[config.mk]
export PLATFORM = sky130hd
export DESIGN_NAME = hazard_ctrl
export DESIGN_NICKNAME = d
export VERILOG_FILES = /design/src/rtl/pipe_pkg.sv /design/src/rtl/hazard_detect.sv /design/src/rtl/hazard_ctrl.sv
export SDC_FILE = /design/constraint.sdc
export NUM_CORES = 1
export LEC_CHECK = 0
export ABC_AREA = 1
export BUFFER_PORTS_ARGS = -buffer_cell sky130_fd_sc_hd__buf_2
export CELL_PAD_IN_SITES_DETAIL_PLACEMENT = 1
export CELL_PAD_IN_SITES_GLOBAL_PLACEMENT = 2
export CORE_MARGIN = 1.5
export CORE_UTILIZATION = 26
export CTS_BUF_LIST = sky130_fd_sc_hd__clkbuf_4 sky130_fd_sc_hd__clkbuf_8
export DETAILED_ROUTE_END_ITERATION = 12
export PLACE_DENSITY = 0.89
export REMOVE_ABC_BUFFERS = 1
export SETUP_SLACK_MARGIN = 0.2
export SLEW_MARGIN = 15
export SYNTH_ARGS = -nofsm -noshare
export SYNTH_HDL_FRONTEND = slang
export SYNTH_SLANG_ARGS = --single-unit
[constraint.sdc]
create_clock -name clk -period 2.2 [get_ports clk]
set_input_delay 0.22 -clock clk [delete_from_list [all_inputs] [get_ports clk]]
set_output_delay 0.22 -clock clk [all_outputs]
set_load 0.005 [all_outputs]
[src/rtl/pipe_pkg.sv]
// Shared pipeline control definitions: hazard FSM encodings, PC width and
// the control values that make up a bubble in IF/ID and ID/EX.
package pipe_pkg;

    localparam int ADDR_W = 14;

    typedef enum logic [1:0] {
        HZ_RUN   = 2'd0,
        HZ_LOAD  = 2'd1,
        HZ_REDIR = 2'd2,
        HZ_MMIO  = 2'd3
    } hz_state_t;

    typedef struct packed {
        logic reg_write;
        logic branch;
        logic j;
        logic jalr;
        logic mem_read;
        logic mem_write;
    } pipe_ctrl_t;

    // A flushed stage carries no side effects: nothing written, no control transfer, no memory access.
    localparam pipe_ctrl_t BUBBLE_CTRL = '0;

    function automatic logic reg_hit(input logic [4:0] src, input logic use_src,
                                     input logic [4:0] rd);
        return use_src && (src == rd) && (rd != 5'd0);
    endfunction

endpackage

[src/rtl/hazard_detect.sv]
// Combinational hazard flags derived from the EX fields and the ID sources.
module hazard_detect
    import pipe_pkg::*;
(
    input  logic       ex_branch,
    input  logic       ex_j,
    input  logic       ex_jalr,
    input  logic       ex_taken,
    input  logic       ex_mmio_req,
    input  logic       mmio_ready,
    input  logic       ex_mem_read,
    input  logic       ex_reg_write,
    input  logic [4:0] ex_rd,
    input  logic [4:0] id_rs1,
    input  logic [4:0] id_rs2,
    input  logic       id_use_rs1,
    input  logic       id_use_rs2,
    output logic       redirect,
    output logic       mmio_block,
    output logic       load_use
);

    assign redirect   = (ex_branch && ex_taken) || ex_j || ex_jalr;
    assign mmio_block = ex_mmio_req && !mmio_ready;
    // x0 is filtered inside reg_hit so a load to x0 never stalls.
    assign load_use   = ex_mem_read && ex_reg_write &&
                        (reg_hit(id_rs1, id_use_rs1, ex_rd) || reg_hit(id_rs2, id_use_rs2, ex_rd));

endmodule

[src/rtl/hazard_ctrl.sv]
// Pipeline hazard controller: owns stall, flush and PC-redirect decisions
// for PC, IF/ID and ID/EX. Controls are combinational from state and inputs.
module hazard_ctrl
    import pipe_pkg::*;
#(
    parameter int FLUSH_CYC    = 1,
    parameter int MMIO_TIMEOUT = 255,
    parameter int ADDR_W       = pipe_pkg::ADDR_W
) (
    input  logic              clk,
    input  logic              rst_n,
    input  logic [4:0]        id_rs1,
    input  logic [4:0]        id_rs2,
    input  logic              id_use_rs1,
    input  logic              id_use_rs2,
    input  logic [4:0]        ex_rd,
    input  logic              ex_reg_write,
    input  logic              ex_mem_read,
    input  logic              ex_branch,
    input  logic              ex_j,
    input  logic              ex_jalr,
    input  logic              ex_taken,
    input  logic [ADDR_W-1:0] ex_target,
    input  logic              ex_mmio_req,
    input  logic              mmio_ready,
    output logic              pc_stall,
    output logic              ifid_stall,
    output logic              idex_stall,
    output logic              ifid_flush,
    output logic              idex_flush,
    output logic              pc_redirect,
    output logic [ADDR_W-1:0] pc_target,
    output logic              mmio_timeout,
    output logic [15:0]       stall_count
);

    hz_state_t  state;
    logic [2:0] flush_cnt;
    logic [7:0] wait_cnt;
    logic       redirect;
    logic       mmio_block;
    logic       load_use;
    logic       wait_expired;

    hazard_detect u_detect (
        .ex_branch    (ex_branch),
        .ex_j         (ex_j),
        .ex_jalr      (ex_jalr),
        .ex_taken     (ex_taken),
        .ex_mmio_req  (ex_mmio_req),
        .mmio_ready   (mmio_ready),
        .ex_mem_read  (ex_mem_read),
        .ex_reg_write (ex_reg_write),
        .ex_rd        (ex_rd),
        .id_rs1       (id_rs1),
        .id_rs2       (id_rs2),
        .id_use_rs1   (id_use_rs1),
        .id_use_rs2   (id_use_rs2),
        .redirect     (redirect),
        .mmio_block   (mmio_block),
        .load_use     (load_use)
    );

    assign wait_expired = (wait_cnt == 8'(MMIO_TIMEOUT));

    // Outputs are gated by rst_n directly so they drop without waiting for a clock edge.
    always_comb begin
        pc_stall     = 1'b0;
        ifid_stall   = 1'b0;
        idex_stall   = 1'b0;
        ifid_flush   = 1'b0;
        idex_flush   = 1'b0;
        pc_redirect  = 1'b0;
        pc_target    = '0;
        mmio_timeout = 1'b0;
        if (rst_n) begin
            case (state)
                HZ_RUN: begin
                    if (redirect) begin
                        pc_redirect = 1'b1;
                        pc_target   = ex_target;
                        ifid_flush  = 1'b1;
                        idex_flush  = 1'b1;
                    end else if (mmio_block) begin
                        pc_stall   = 1'b1;
                        ifid_stall = 1'b1;
                        idex_stall = 1'b1;
                    end else if (load_use) begin
                        pc_stall   = 1'b1;
                        ifid_stall = 1'b1;
                        idex_flush = 1'b1;
                    end
                end
                HZ_REDIR: begin
                    ifid_flush = 1'b1;
                    idex_flush = 1'b1;
                end
                HZ_MMIO: begin
                    if (!mmio_ready) begin
                        if (wait_expired) begin
                            mmio_timeout = 1'b1;
                        end else begin
                            pc_stall   = 1'b1;
                            ifid_stall = 1'b1;
                            idex_stall = 1'b1;
                        end
                    end
                end
                default: ;
            endcase
        end
    end

    always_ff @(posedge clk or negedge rst_n) begin
        if (!rst_n) begin
            state       <= HZ_RUN;
            flush_cnt   <= '0;
            wait_cnt    <= '0;
            stall_count <= '0;
        end else begin
            if (pc_stall && stall_count != 16'hFFFF) begin
                stall_count <= stall_count + 16'd1;
            end
            case (state)
                HZ_RUN: begin
                    if (redirect) begin
                        if (FLUSH_CYC > 1) begin
                            state     <= HZ_REDIR;
                            flush_cnt <= 3'(FLUSH_CYC - 1);
                        end
                    end else if (mmio_block) begin
                        state    <= HZ_MMIO;
                        wait_cnt <= 8'd1;
                    end else if (load_use) begin
                        state <= HZ_LOAD;
                    end
                end
                HZ_LOAD: state <= HZ_RUN;
                HZ_REDIR: begin
                    if (flush_cnt <= 3'd1) begin
                        state     <= HZ_RUN;
                        flush_cnt <= '0;
                    end else begin
                        flush_cnt <= flush_cnt - 3'd1;
                    end
                end
                HZ_MMIO: begin
                    if (mmio_ready || wait_expired) begin
                        state    <= HZ_RUN;
                        wait_cnt <= '0;
                    end else begin
                        wait_cnt <= wait_cnt + 8'd1;
                    end
                end
                default: state <= HZ_RUN;
            endcase
        end
    end

endmodule

==> metrics <==
status=completed; met1 GRT Util=18.1%; CTS tree=yes; fillcell total=1086; Die H=94.1 microns; Max stage delay on crit path=0.47 ns; Yosys reg bits=29; Setup Skew=0.00727 ns; Syn Area/Cell=6.60 sq um; CTS Buffer Depth=2; initial antenna violation count=1; crit path DAT=2.11 ns; commonest non-fill, non-tap cell in the layout=nand2_1; crit path cell chain=nand3_2 -> nor2_4 -> nand4_1 -> nor4_2 -> nand2_2 -> buf_4 -> nand4_1 -> nand2_1; IO Pins=78; maximum VDD drop=0.253 mV; Core Region=0.00813 sq mm; M2 GR Usage=26.9%; root buf cell=clkbuf_8; count of pins over their slew limit=0; CTS clock-pin slew for the worst setup and hold paths=0.07 ns; TritonCTS Buffers=5; Ys Warns=0; worst-path maximum fanout=8; pwr dens=637 mW/mm^2; register area share after synthesis=33.6%; Final setup violation count=0; fin crit share=87.8%; Netlist Area Pre-Place=0.00216 sq mm; FF-to-FF Start=stall_count[4]$_DFFE_PN0P_; grt ovf=0; FF-to-FF setup slack=0.27 ns; Bufs and invs on worst path=1; Vias=2408; layout cells sized above 1=29.3%; pin count of the biggest net entering global routing=30; gr busiest metal=met2; # port buffers=77; distinct cell type count of the synthesized netlist=31; die area=0.00886 sq mm; count of final hold-check violations=0; Max-slew headroom=75.5%; htree depth=2; max_cap viols=0; leakage=1.69 nW; RR Endpoint=stall_count[14]$_DFFE_PN0P_; unrepaired setup endpoints after global routing=yes; hpwl dp=4900 microns; Routed Wire Length=6420 microns; fmax=518 MHz; most used cells in the layout excluding fill and tap cells=96 x nand2_1, 77 x buf_2, 51 x inv_1, 42 x nor2_1, 29 x dfrtp_1; hold_buf cts=0; TritonCTS Sinks=29; Iteration-0 DRC Markers=76; Final #Nets=468; floorplan row count=33; worst slew pin tran=0.364 ns; Crit path required time=2.38 ns; initial core utilization=26.5%; hold slack=0.0239 ns; M3 GR Usage=3.40%; setup TNS=0 ns; Global Route Usage Sum=15.0%; Die Wd=94.1 microns; CP Launch Type=flip-flop; Layout area overhead=35.8%; cell count after synthesis=327; Top Family by Delay on Critical Path=simple AND/OR/NAND/NOR gates; Final Wtd Congestion=0.832; path type of the worst setup path=reg -> reg; Worst-Skew Late Latency=0.29 ns; Antenna Nets Post-Route=0; First-pass DRT Iterations=4; first-pass GRT wire length=10700 microns; DRC=0; cells on worst reg2reg path=8; Slowest-stage cell, CP=dfrtp_1; Top cell by count, worst path=nand4_1; min Tclk post-route=1.93 ns; crit path capture type=flip-flop; worst hold path class=in -> async; post-DR wirelength/cell=12.2 microns; Via density=4.59; Antenna Cells=0; vias in the first global route=2378
[power breakdown]
| group | internal [mW] | switching, mW | leakage [nW] | total, mW |
|---|---|---|---|---|
| Combinational | 0.262 | 0.389 | 1.24 | 0.650 |
| Clock | 0.368 | 0.227 | 0.0574 | 0.595 |
| Sequential | 0.580 | 0.0430 | 0.396 | 0.623 |
[layout make-up]
class                           instances  area, sq um  share of cell area, %
Clock buffer                            6         82.6                   2.82
Clock inverter                          2         37.5                   1.28
Inverter                               60          225                   7.68
Multi-Input combinational cell        230         1220                   41.6
Sequential cell                        29          726                   24.8
Tap cell                              105          131                   4.48
Timing Repair Buffer                   92          502                   17.1
Timing Repair inverter                  1         7.51                  0.256
[repair_timing]
action / CTS / global route
cloned: 0 / 1
pin swaps: 0 / 7
buffers inserted: 0 / 10
setup endpoints to repair: 18 / 32
resized for setup: 3 / 15
[routing by layer]
| metal | vias up | part of all wire, % |
|---|---|---|
| met4 | 2 | 0.86 |
| met1 | 1128 | 44 |
| met5 | - | 0.19 |
| met3 | 7 | 6.4 |
| met2 | 62 | 48 |
| li1 | 1209 | - |
[sequential cells by signal, indices dropped and copies added, names as in the netlist]
signal	count
wait_cnt	8
flush_cnt	3
stall_count	16
state	2
[stage by stage]
step | worst slack (ns) | total power [mW] | utilization (%) | instances | cell area [sq um]
2_1_floorplan | 0.118 | 0.955 | - | 319 | 2110
3_3_place_gp | 0.307 | 1.19 | 32.8 | 506 | 2670
3_5_place_dp | 0.204 | 1.21 | 32.8 | 506 | 2670
4_1_cts | 0.194 | 1.82 | 34.3 | 514 | 2790
5_1_grt | 0.113 | 2.01 | 36.0 | 525 | 2930
6_report | 0.269 | 1.87 | 36.0 | 525 | 2930
[synthesized netlist by cell type (all sizes together)]
cell	count	area, sq um
a21boi	2	15.0
a21oi	4	20.0
a31oi	1	6.26
buf	6	37.5
clkbuf	2	7.51
dfrtp	29	726
ha	8	100
inv	60	225
mux2i	1	10.0
nand2	98	368
nand3	21	115
nand4	20	125
nor2	44	173
nor3	5	30.0
nor4	3	25.0
o211a	1	10.0
o21ai	7	38.8
o22ai	2	12.5
o311ai	1	8.76
xnor2	1	8.76
xor2	11	96.3
[kinds of logic (layout without fill, tap and decap cells)]
group                    after synthesis  count (layout)  share of synthesized area, %
AO/OA/AOI/OAI                         18              18                          5.16
XOR/XNOR                              12              12                          4.87
adder cells (fa/ha/maj)                8               8                          4.64
buffers and inverters                 68             161                          12.5
flip-flops                            29              29                          33.6
multiplexers                           1               1                         0.464
AND/OR/NAND/NOR                      191             191                          38.7
[worst max-delay path by stage]
stage / from / slack [ns] / end / cells past startpoint
after floorplan: state[0]$_DFFE_PN0P_ / 0.12 / stall_count[0]$_DFFE_PN0P_ / 6
after global placement: stall_count[0]$_DFFE_PN0P_ / 0.31 / stall_count[4]$_DFFE_PN0P_ / 9
after detailed placement: stall_count[0]$_DFFE_PN0P_ / 0.20 / stall_count[4]$_DFFE_PN0P_ / 9
after CTS: state[0]$_DFFE_PN0P_ / 0.19 / idex_flush / 7
after global routing: stall_count[4]$_DFFE_PN0P_ / 0.11 / stall_count[14]$_DFFE_PN0P_ / 8
final: stall_count[4]$_DFFE_PN0P_ / 0.27 / stall_count[14]$_DFFE_PN0P_ / 8
No activity file was read; power rests on OpenSTA's default activity.
